[config.mk]
export PLATFORM = sky130hd
export DESIGN_NAME = alu_pipe_mul
export DESIGN_NICKNAME = d
export VERILOG_FILES = /design/src/rtl/alu_pipe_mul.sv
export SDC_FILE = /design/constraint.sdc
export NUM_CORES = 1
export LEC_CHECK = 0
export CAP_MARGIN = 20
export CORE_UTILIZATION = 49
export CTS_CLUSTER_SIZE = 28
export DETAILED_ROUTE_END_ITERATION = 6
export GPL_ROUTABILITY_DRIVEN = 0
export MAX_ROUTING_LAYER = met4
export PLACE_DENSITY = 0.74
export SLEW_MARGIN = 20
export SYNTH_ARGS = -nofsm -noshare
export SYNTH_HDL_FRONTEND = slang
export SYNTH_SLANG_ARGS = --single-unit
[constraint.sdc]
create_clock -name clk -period 2.85 [get_ports clk]
set_input_delay 0.57 -clock clk [delete_from_list [all_inputs] [get_ports clk]]
set_output_delay 0.57 -clock clk [all_outputs]
set_load 0.01 [all_outputs]
[src/rtl/alu_pipe_mul.sv]
// rtl/alu_pipe_mul.sv - Registered Hack ALU with iterative shift-add multiply and valid/ready handshakes
module alu_pipe_mul #(
    parameter int WIDTH = 16
) (
    input  logic             clk,
    input  logic             rst_n,
    input  logic             in_valid,
    output logic             in_ready,
    input  logic [WIDTH-1:0] x,
    input  logic [WIDTH-1:0] y,
    input  logic [5:0]       ctrl,
    input  logic             mul_en,
    output logic             out_valid,
    input  logic             out_ready,
    output logic [WIDTH-1:0] out,
    output logic             zr,
    output logic             ng,
    output logic             busy
);
    localparam int               CNT_W     = $clog2(WIDTH) + 1;
    localparam logic [CNT_W-1:0] LAST_ITER = CNT_W'(WIDTH - 1);

    typedef enum logic {
        IDLE = 1'b0,
        MUL  = 1'b1
    } state_t;

    state_t             state_q;
    logic [WIDTH-1:0]   out_q;
    logic               out_valid_q;
    logic               zr_q;
    logic               ng_q;
    logic [WIDTH-1:0]   acc_q;
    logic [WIDTH-1:0]   mcand_q;
    logic [WIDTH-1:0]   mplier_q;
    logic [CNT_W-1:0]   cnt_q;

    logic [WIDTH-1:0]   xa, xb, ya, yb, fr;
    logic [WIDTH-1:0]   res_d;
    logic [WIDTH-1:0]   acc_d;
    logic               accept;

    always_comb begin
        xa    = ctrl[5] ? '0 : x;
        xb    = ctrl[4] ? ~xa : xa;
        ya    = ctrl[3] ? '0 : y;
        yb    = ctrl[2] ? ~ya : ya;
        fr    = ctrl[1] ? (xb + yb) : (xb & yb);
        res_d = ctrl[0] ? ~fr : fr;
    end

    always_comb begin
        acc_d = mplier_q[0] ? (acc_q + mcand_q) : acc_q;
    end

    // The output slot must be empty or draining this cycle before any new command enters.
    assign in_ready  = (state_q == IDLE) && (!out_valid_q || out_ready);
    assign accept    = in_valid && in_ready;

    assign out       = out_q;
    assign out_valid = out_valid_q;
    assign zr        = zr_q;
    assign ng        = ng_q;
    assign busy      = (state_q == MUL);

    always_ff @(posedge clk or negedge rst_n) begin
        if (!rst_n) begin
            state_q     <= IDLE;
            out_q       <= '0;
            out_valid_q <= 1'b0;
            zr_q        <= 1'b0;
            ng_q        <= 1'b0;
            acc_q       <= '0;
            mcand_q     <= '0;
            mplier_q    <= '0;
            cnt_q       <= '0;
        end else begin
            if (out_valid_q && out_ready) begin
                out_valid_q <= 1'b0;
            end
            case (state_q)
                IDLE: begin
                    if (accept) begin
                        if (mul_en) begin
                            state_q  <= MUL;
                            mcand_q  <= x;
                            mplier_q <= y;
                            acc_q    <= '0;
                            cnt_q    <= '0;
                        end else begin
                            out_q       <= res_d;
                            zr_q        <= (res_d == '0);
                            ng_q        <= res_d[WIDTH-1];
                            out_valid_q <= 1'b1;
                        end
                    end
                end
                MUL: begin
                    acc_q    <= acc_d;
                    mcand_q  <= mcand_q << 1;
                    mplier_q <= mplier_q >> 1;
                    cnt_q    <= cnt_q + 1'b1;
                    if (cnt_q == LAST_ITER) begin
                        state_q     <= IDLE;
                        out_q       <= acc_d;
                        zr_q        <= (acc_d == '0);
                        ng_q        <= acc_d[WIDTH-1];
                        out_valid_q <= 1'b1;
                    end
                end
                default: state_q <= IDLE;
            endcase
        end
    end
endmodule

==> flow_metrics.tcl <==
set metrics [dict create \
    status "complete, but fails checks" \
    violations "setup timing" \
    grt_pass1_wl_um 28100 \
    async_flop_share 1.00 \
    path_class "input port to register" \
    synth_area_leaders "dfrtp_1 31%, xnor2_1 8.7%, ha_1 7.2%, mux2i_1 7.0%, nand2_1 6.4%" \
    synth-seq-cells 72 \
    first_iter_violations 389 \
    finClkSkew_ns 0.00693 \
    syn_area_per_cell_um2 8.64 \
    maxCapViolCount 0 \
    cts-hold-fix-buffers 0 \
    synth-edff-count 0 \
    drtPass1Iterations 5 \
    synthTopCellsByCount "98 x nand2_1, 72 x dfrtp_1, 57 x xnor2_1" \
    yosys.area.top_type_share 0.314 \
    p_leak_nw 3.90 \
    synth_top_cell_by_area "dfrtp_1" \
    ios 64 \
    clock_path_buffers 2 \
    ant_nets 0 \
    cts_buffers 9 \
    die_area_um2 12100 \
    tns_ns -0.927 \
    grt_max_degree 104 \
    root_buffer "clkbuf_16" \
    dpl.hpwl_um 12800 \
    dieHeight_um 110 \
    routedWlPerCell_um 19.6 \
    multi_input_area_um2 4400 \
    drv_slew 0 \
    register_area_um2 1800 \
    end_kind "register" \
    cts_tree "built" \
    routed_wl_um 18800 \
    yosysSeqAreaShare 0.314 \
    powerDensity_nw_per_um2 839 \
    routed_via_density 6.02 \
    post-route-min-period_ns 3.07 \
    syn-cell-area_um2 5730 \
    whs_ns 0.256 \
    clock_latency_ns 0.35 \
    finalCritPeriodShare 1.08 \
    grt_pass1_vias 5667 \
    clkTransAtPathRegs_ns 0.06 \
    yosysMostFrequentCell "nand2_1" \
    yosysWarnings 0 \
    layout-drive-gt1-share 0.283 \
    drc 0 \
    syn-instance-count 663 \
    postSynthNetCount 741 \
    nNetsFinal 890 \
    cts_sinks 72 \
    critPathRequiredTime_ns 3.09 \
    fin_ws_ns -0.224 \
    antenna-diode-count 0 \
    synthToLayoutAreaGrowth_pct 44.5 \
    via_count 5783 \
    antenna_found_initial 0 \
    initial_utilization 0.502 \
    cp.arrival_ns 3.31 \
    max_freq_mhz 325 \
    grt-ovfl-total 0 \
    io_buffer_count 63 \
    hp-class "input port to asynchronous set/reset pin" \
    synth-main-ff-cell "dfrtp_1" \
    die_w_um 110 \
    worstPathMaxFanout 5 \
    setup_viol 7 \
    tightest_slew_ns 0.953 \
    crit_path_start_kind "input port" \
    yosysUniqueCellTypes 68 \
    h-tree-depth 3 \
    core_area_um2 11400 \
    final-hold-violation-count 0 \
    fill_cells 792 \
    rows 39 \
    relSlewSlack 0.363 \
    rsz0062_at_grt "true" \
    irDropWorstVdd_mv 1.25 \
    grt_use_total 0.319 \
]
-- per-layer routing --
| layer | global-route usage | up-vias | share of wire |
|---|---|---|---|
| met5 | - | - | 0 |
| met4 | 0.182 | 0 | 0.044 |
| met3 | 0.0394 | 73 | 0.050 |
| met2 | 0.534 | 239 | 0.50 |
| met1 | 0.373 | 2804 | 0.41 |
| li1 | - | 2667 | - |
-- layout by cell type (no fill, tap or decap), types with 4 or more instances in the layout --
cell	synthesis	routed
nand2b_4	0	10
nand4_1	7	7
dlygate4sd2_1	0	12
o21ai_1	6	4
buf_4	1	96
o211ai_1	8	8
buf_2	0	4
xnor2_2	0	16
nor3_1	5	4
nor2_1	27	27
a21oi_2	1	4
a211oi_4	1	4
nand2b_1	37	27
or3_1	5	4
nor2b_1	6	6
xnor2_1	57	38
mux2i_1	40	38
ha_1	33	25
xor2_1	5	5
buf_6	0	8
mux2_4	0	4
clkdlybuf4s15_1	0	4
inv_1	14	14
a31oi_1	9	6
buf_12	0	6
a21o_1	14	13
mux2_2	9	5
a211oi_1	9	4
o21ai_0	51	46
a21oi_1	30	25
dfrtp_1	72	71
o21a_1	10	10
nand3_1	10	8
ha_4	0	6
o21ai_2	1	5
clkdlybuf4s50_1	0	38
nand2_1	98	97
clkbuf_16	0	9
-- worst max-delay path, stage by stage --
cell and delay, ns:
buf_8 0.10, buf_6 0.11, nand2b_4 0.15, xnor2_4 0.22, ha_4 0.24, a211oi_4 0.34, o21ai_4 0.14, o2111ai_4 0.30
a311oi_2 0.16, or3_1 0.36, a31oi_1 0.23, xnor2_1 0.18, o21a_1 0.15, a21oi_2 0.05
-- report_power, final --
part | total [mW] | internal (mW) | switching (mW)
Sequential | 1.78 | 1.43 | 0.351
Clock | 1.22 | 0.750 | 0.473
Combinational | 3.94 | 1.82 | 2.12
Total | 6.95 | 4.00 | 2.94
-- cell type report --
cell class | instances | area share
multi-input cells | 542 | 0.531
flip-flops and latches | 72 | 0.218
clock inverters | 4 | 0.00620
repair buffers | 172 | 0.184
inverters | 15 | 0.00680
clock buffers | 12 | 0.0322
well taps | 143 | 0.0216
-- stage by stage --
step | std cells | util | setup slack [ns] | total power, mW | cell area [um^2]
3_3_place_gp | 921 | 0.632 | -0.934 | 5.08 | 7220
2_1_floorplan | 663 | - | -0.211 | 3.93 | 5880
6_report | 960 | 0.725 | -0.224 | 6.95 | 8280
4_1_cts | 955 | 0.701 | -0.149 | 6.69 | 8010
3_5_place_dp | 921 | 0.632 | -1.08 | 5.23 | 7220
5_1_grt | 960 | 0.725 | -0.291 | 7.36 | 8280
-- kinds of logic (layout without fill, tap and decap cells) --
kind of cell / after synthesis / after routing / synth area share
AOI/OAI and AO/OA: 181 / 181 / 0.211
xor gates and xnor gates: 62 / 62 / 0.0948
adders and majority gates: 35 / 35 / 0.0791
buffers and inverters: 49 / 203 / 0.0334
DFF: 72 / 72 / 0.314
muxes: 49 / 49 / 0.0876
and+or+nand+nor: 215 / 215 / 0.180
-- registers in the layout (all words and copies together), names as in the netlist --
name,cells
mcand_q,16
acc_q,16
busy,1
cnt_q,5
mplier_q,16
zr,1
out,16
out_valid,1
-- final timing paths --
| path | slack (ns) | end | startpoint | depth (start not counted) |
|---|---|---|---|---|
| min in group clk | 0.49 | out[4]$_DFFE_PN0P_ | out[4]$_DFFE_PN0P_ | 1 |
| max in group asynchronous | 1.75 | mplier_q[10]$_DFFE_PN0P_ | rst_n | 3 |
| hold / removal | 0.26 | acc_q[15]$_DFFE_PN0P_ | rst_n | 1 |
| setup reg to reg | -0.12 | out[14]$_DFFE_PN0P_ | acc_q[0]$_DFFE_PN0P_ | 11 |
| hold reg to reg | 0.49 | out[4]$_DFFE_PN0P_ | out[4]$_DFFE_PN0P_ | 1 |
| setup / recovery | -0.22 | out[15]$_DFFE_PN0P_ | ctrl[3] | 14 |
-- what timing repair did --
action	CTS	global route
setup endpoints to repair	14	14
resized for setup	110	43
buffers inserted	19	8
pin swaps	54	47
gates cloned	0	0
(Power assumes the default switching activity.)
==> edit 1 (same flow settings) <==
Reset style: synchronous (`rst_n`), changed in one clocked block.
--- a/src/rtl/alu_pipe_mul.sv
+++ b/src/rtl/alu_pipe_mul.sv
@@ -64,5 +64,5 @@
     assign busy      = (state_q == MUL);
 
-    always_ff @(posedge clk or negedge rst_n) begin
+    always_ff @(posedge clk) begin
         if (!rst_n) begin
             state_q     <= IDLE;
Behaviour: differs if rst_n is asserted again (counterexample within 4 cycles, from zero or initial values and one cycle with rst_n low); with rst_n held inactive, the same outputs for 10 cycles.
==> edit 1 against the original RTL <==
- the run still ends with setup timing left
- setup slack worse by 180 ps
- sequential cell count stayed put
- die area is 1.4% higher
- wire length is 1.2% higher
- area after synthesis is 1.4% higher
- design area is 1.2% lower
- sequential share of layout area is 4.1 points lower
- critical path type unchanged
- highest routed layer unchanged
Power is not compared: it rests on default switching activity, and its combinational part moved more than twofold at a synthesized area within 25%.
==> edit 1: results (changes against the original RTL) <==
Status
  – Status: complete, but fails checks
  – Failing checks: setup timing

Synthesis
  – Post-synthesis sequential area ratio: 0.248 (-0.0665)
  – Post-Synth Adder-Cell Area: 0.0779 (-0.00112)
  – Post-synthesis mux area share: 0.0964 (+0.00887)
  – Mean Syn Cell Area: 7.95 sq um (-8.0%)
  – Top FF cell, synth: dfxtp_1
  – Post-Synth XOR/XNOR Area: 0.102 (+0.00770)
  – Synth Area in Compound Gates: 0.182 (-0.0288)
  – Leading cell types by count after synthesis: dfxtp_1 (72), nand2_1 (72), o21ai_0 (58), xnor2_1 (53), mux2i_1 (49)
  – Fraction of registers with async set/reset: 0 (-1.00)
  – Top cell type's share of synthesized area: 0.248 (-0.0665)

Timing
  – Final Hold Slack: 468 ps (+211 ps)
  – Final setup vio count: 10 (+3)
  – Measured slew at the worst slew-check pin: 585 ps (-368 ps)
  – Post-route setup slack: -408 ps (-184 ps)

Detailed routing
  – Drt total wl: 19.0 mm (+1.2%)

Critical path
  – CP startpoint: ctrl[5]
  – FF-to-FF Start: acc_q[0]
  – CP arrival: 3520 ps (+210 ps)

Place
  – Placed Area: 7280 sq um (+0.80%)

GRT
  – Total Routing Usage GR: 0.297 (-0.0229)
  – Pin count of the biggest net entering global routing: 74 (-29%)

Cells and area
  – Share of cells above drive strength 1: 0.263 (-0.0201)

Hold path
  – HP Class: flop to flop
-- edit 1: per-layer routing --
layer  global-route usage  up-vias  wire [um]
met5                    -        -          0
met4                0.145        0        755
met3               0.0541       60        910
met2                0.501      211       9590
met1                0.337     2903       7750
li1                     -     2874          -
-- edit 1: final timing paths --
check	endpoint	cells past startpoint
setup / recovery	zr	16
hold / removal	out[1]	2
setup reg to reg	zr	12
hold reg to reg	out[1]	2
-- edit 1: critical path, stage by stage --
cell and delay, ps:
buf_8 110, buf_6 120, buf_6 110, nand2b_4 150, xnor2_2 130, ha_1 300
or3_4 380, o21ai_2 90, or3b_4 180, nand3_4 90, a31oi_4 230, and4b_1 290
nor3_4 70, nor4b_2 340, mux2i_1 150, o41ai_2 190
-- edit 1: area by class of cell --
class / count / area, sq um
flip-flops and latches: 72 / 1450
inverters: 8 / 30.0
fillers: 857 / 3290
clock inverters: 6 / 67.6
well taps: 143 / 179
multi-input cells: 605 / 4670
repair buffers: 186 / 1560
clock buffers: 10 / 229
-- edit 1: timing repair --
| action | 4_1_cts | 5_1_grt |
|---|---|---|
| gates cloned | 0 | 0 |
| buffers inserted | 11 | 9 |
| pin swaps | 59 | 40 |
| endpoints found under the hold margin | 0 | 0 |
| resized for setup | 103 | 43 |
| setup endpoints to repair | 16 | 16 |
-- edit 1: power by group through the flow --
stage | Sequential (mW) | Clock [mW] | Combinational (mW)
after global placement | 1.11 | 0 | 1.20
after detailed placement | 1.12 | 0 | 1.24
after floorplan | 1.12 | 0 | 0.757
final | 1.10 | 1.16 | 1.55
after global routing | 1.10 | 1.21 | 1.65
after CTS | 1.09 | 1.17 | 1.39
==> edit 2 (same settings) <==
Made on the original files. Change the parameter `WIDTH` from 16 to 32.
--- a/src/rtl/alu_pipe_mul.sv
+++ b/src/rtl/alu_pipe_mul.sv
@@ -1,5 +1,5 @@
 // rtl/alu_pipe_mul.sv - Registered Hack ALU with iterative shift-add multiply and valid/ready handshakes
 module alu_pipe_mul #(
-    parameter int WIDTH = 16
+    parameter int WIDTH = 32
 ) (
     input  logic             clk,
Interface: changed (resized out, x and y); port bits go from 64 to 112. No check against the original RTL was run, so the function may have changed too.
==> edit 2 against the original RTL <==
- count of clock-buffer cells in the layout increased by 6
- sequential cell count increased by 65
- wire length increased to 2.9 times the old value
- core utilization increased by 6.3 points
- synthesized cell count increased by 110%
- area after synthesis increased by 110%
- sequential share of layout area decreased by 3.3 points
- total power increased by 150%
- register-to-register slack got worse by 570 ps
- design area increased by 120%
- the flow finishes with violations (DRC, setup timing)
- setup slack got worse by 990 ps
- highest routed layer unchanged
==> edit 2: results (changes against the original RTL) <==
Critical path
  – CP arrival: 4440 ps (+1130 ps)
  – Maximum net fanout on the critical path: 3 (-2)
  – Max incr delay on CP: 750 ps (+390 ps)
  – Crit path max-delay cell type: o21ai_0
  – Crit-path leading delay family: compound AO/OA/AOI/OAI gates
  – R2r setup slk: -690 ps (-570 ps)

Synthesis
  – Syn nets: 1543 (+110%)
  – Fraction of registers with async set/reset: 1.00 (unchanged)
  – Post-synthesis sequential area ratio: 0.290 (-0.0242)
  – Leading cell types by count after synthesis: nand2_1 (192), dfrtp_1 (137), xnor2_1 (117), o21ai_0 (111), nand2b_1 (78)
  – Area contributors post-synth: dfrtp_1 (29%), xnor2_1 (8.7%), ha_1 (6.8%)
  – Yosys cell types: 85 (+25%)

GRT
  – Total Routing Usage GR: 0.380 (+0.0608)
  – Pin count of the biggest net entering global routing: 83 (-20%)
  – Initial antenna violation count: 1 (+1)
  – Global-route wire length before repair: 70.6 mm (+150%)
  – Vias in the first global route: 13300 (+140%)

Detailed routing
  – DRC viols: 4 (+4)
  – Drt total wl: 54.0 mm (+190%)
  – Initial DRT Pass Iterations: 7 (+2)
  – DR iter-0 viols: 1916 (+390%)

Status
  – Failing checks: DRC, setup timing
  – Status: complete, but fails checks

Timing
  – Final setup vio count: 32 (+25)
  – Setup TNS: -14840 ps (-13920 ps)
  – Final Hold Slack: 128 ps (-129 ps)
  – Max-slew headroom: 0.374 (+0.0117)
  – Post-route setup slack: -1210 ps (-985 ps)
  – Worst Skew: 15.4 ps (+8.44 ps)

Clock tree
  – Num CTS Buffers: 17 (+8)
  – Htree depth: 4 (+1)
  – Clock Latency Late Sink: 460 ps (+110 ps)

Cells and area
  – Share of cells above drive strength 1: 0.372 (+0.0896)
  – # nets final: 1976 (+120%)

Power and ir drop
  – Lkg Pwr: 8.71 nW (+120%)
  – Switch share: 0.448 (+0.0240)
  – Maximum VDD drop: 0.000586 V (-53%)

Place
  – Half-perimeter wire length after detailed placement: 27.9 mm (+120%)
  – IO buf count: 111 (+76%)
edit 2: final timing paths:
check / from / endpoint / cells past startpoint
worst max-delay path: y[2] / zr / 16
worst min-delay path: rst_n / mplier_q[1] / 1
worst max register to register: mcand_q[0] / zr / 14
worst min register to register: out[5] / out[5] / 2
max in group asynchronous: rst_n / acc_q[18] / 2
min in group clk: x[0] / mcand_q[0] / 3
edit 2: logic make-up (layout without fill, tap and decap cells):
kind of cell | Yosys count | in the layout | share of synthesized area
other cells | 0 | 1 | 0
xor+xnor | 134 | 134 | 0.0994
simple gates | 467 | 467 | 0.196
fa+ha+maj | 66 | 66 | 0.0712
mux | 93 | 93 | 0.0805
buf+inv | 109 | 555 | 0.0379
compound gates | 396 | 396 | 0.225
flops | 137 | 137 | 0.290
edit 2: worst register-to-register path: stages, from the launching register on:
cell	delay (ps)
dfrtp_1	400
ha_2	210
fa_2	360
a21o_1	240
a21oi_2	250
xnor2_1	130
a211o_1	300
a2111oi_4	210
nor4bb_4	280
nand4b_1	190
nor4_2	260
buf_4	150
nand4_1	150
o2bb2a_4	260
o21ai_2	60
edit 2: layer usage:
metal / GRT usage / up-vias / wire (um)
li1: - / 5886 / -
met5: - / - / 0
met1: 0.453 / 6739 / 18900
met4: 0.214 / 0 / 4640
met2: 0.613 / 1239 / 24200
met3: 0.0597 / 461 / 6220
edit 2: timing repair:
action                                  CTS  global route
pin swaps                               118            85
gates cloned                              5             0
hold buffers                              0             0
endpoints found under the setup margin   36            37
endpoints found under the hold margin     0             0
setup buffers                            36            19
resized for setup                       205           136
edit 2: cell type report:
class,instances,area [sq um]
tap,319,399
clock inverter,14,151
clock buffer,18,429
inverter,26,97.6
timing repair buffer,497,4230
multi-input combinational,1156,9810
sequential,137,3430
fill,1272,4990
antenna,1,2.50
edit 2: per-stage QoR:
stage | util | std cells | setup WS [ps] | area (sq um)
6_report | 0.788 | 2168 | -1210 | 18600
3_3_place_gp | 0.679 | 2087 | -1300 | 16000
3_5_place_dp | 0.679 | 2087 | -1440 | 16000
2_1_floorplan | - | 1402 | -734 | 12300
5_1_grt | 0.788 | 2168 | -1270 | 18600
4_1_cts | 0.749 | 2152 | -513 | 17600
edit 2: power groups by stage:
stage	Sequential, mW	Clock (mW)	Combinational [mW]
floorplan	3.38	0	5.00
global placement	3.38	0	8.80
detailed placement	3.40	0	9.06
CTS	3.38	2.27	9.79
global route	3.51	2.37	11.8
finish	3.46	2.30	11.3
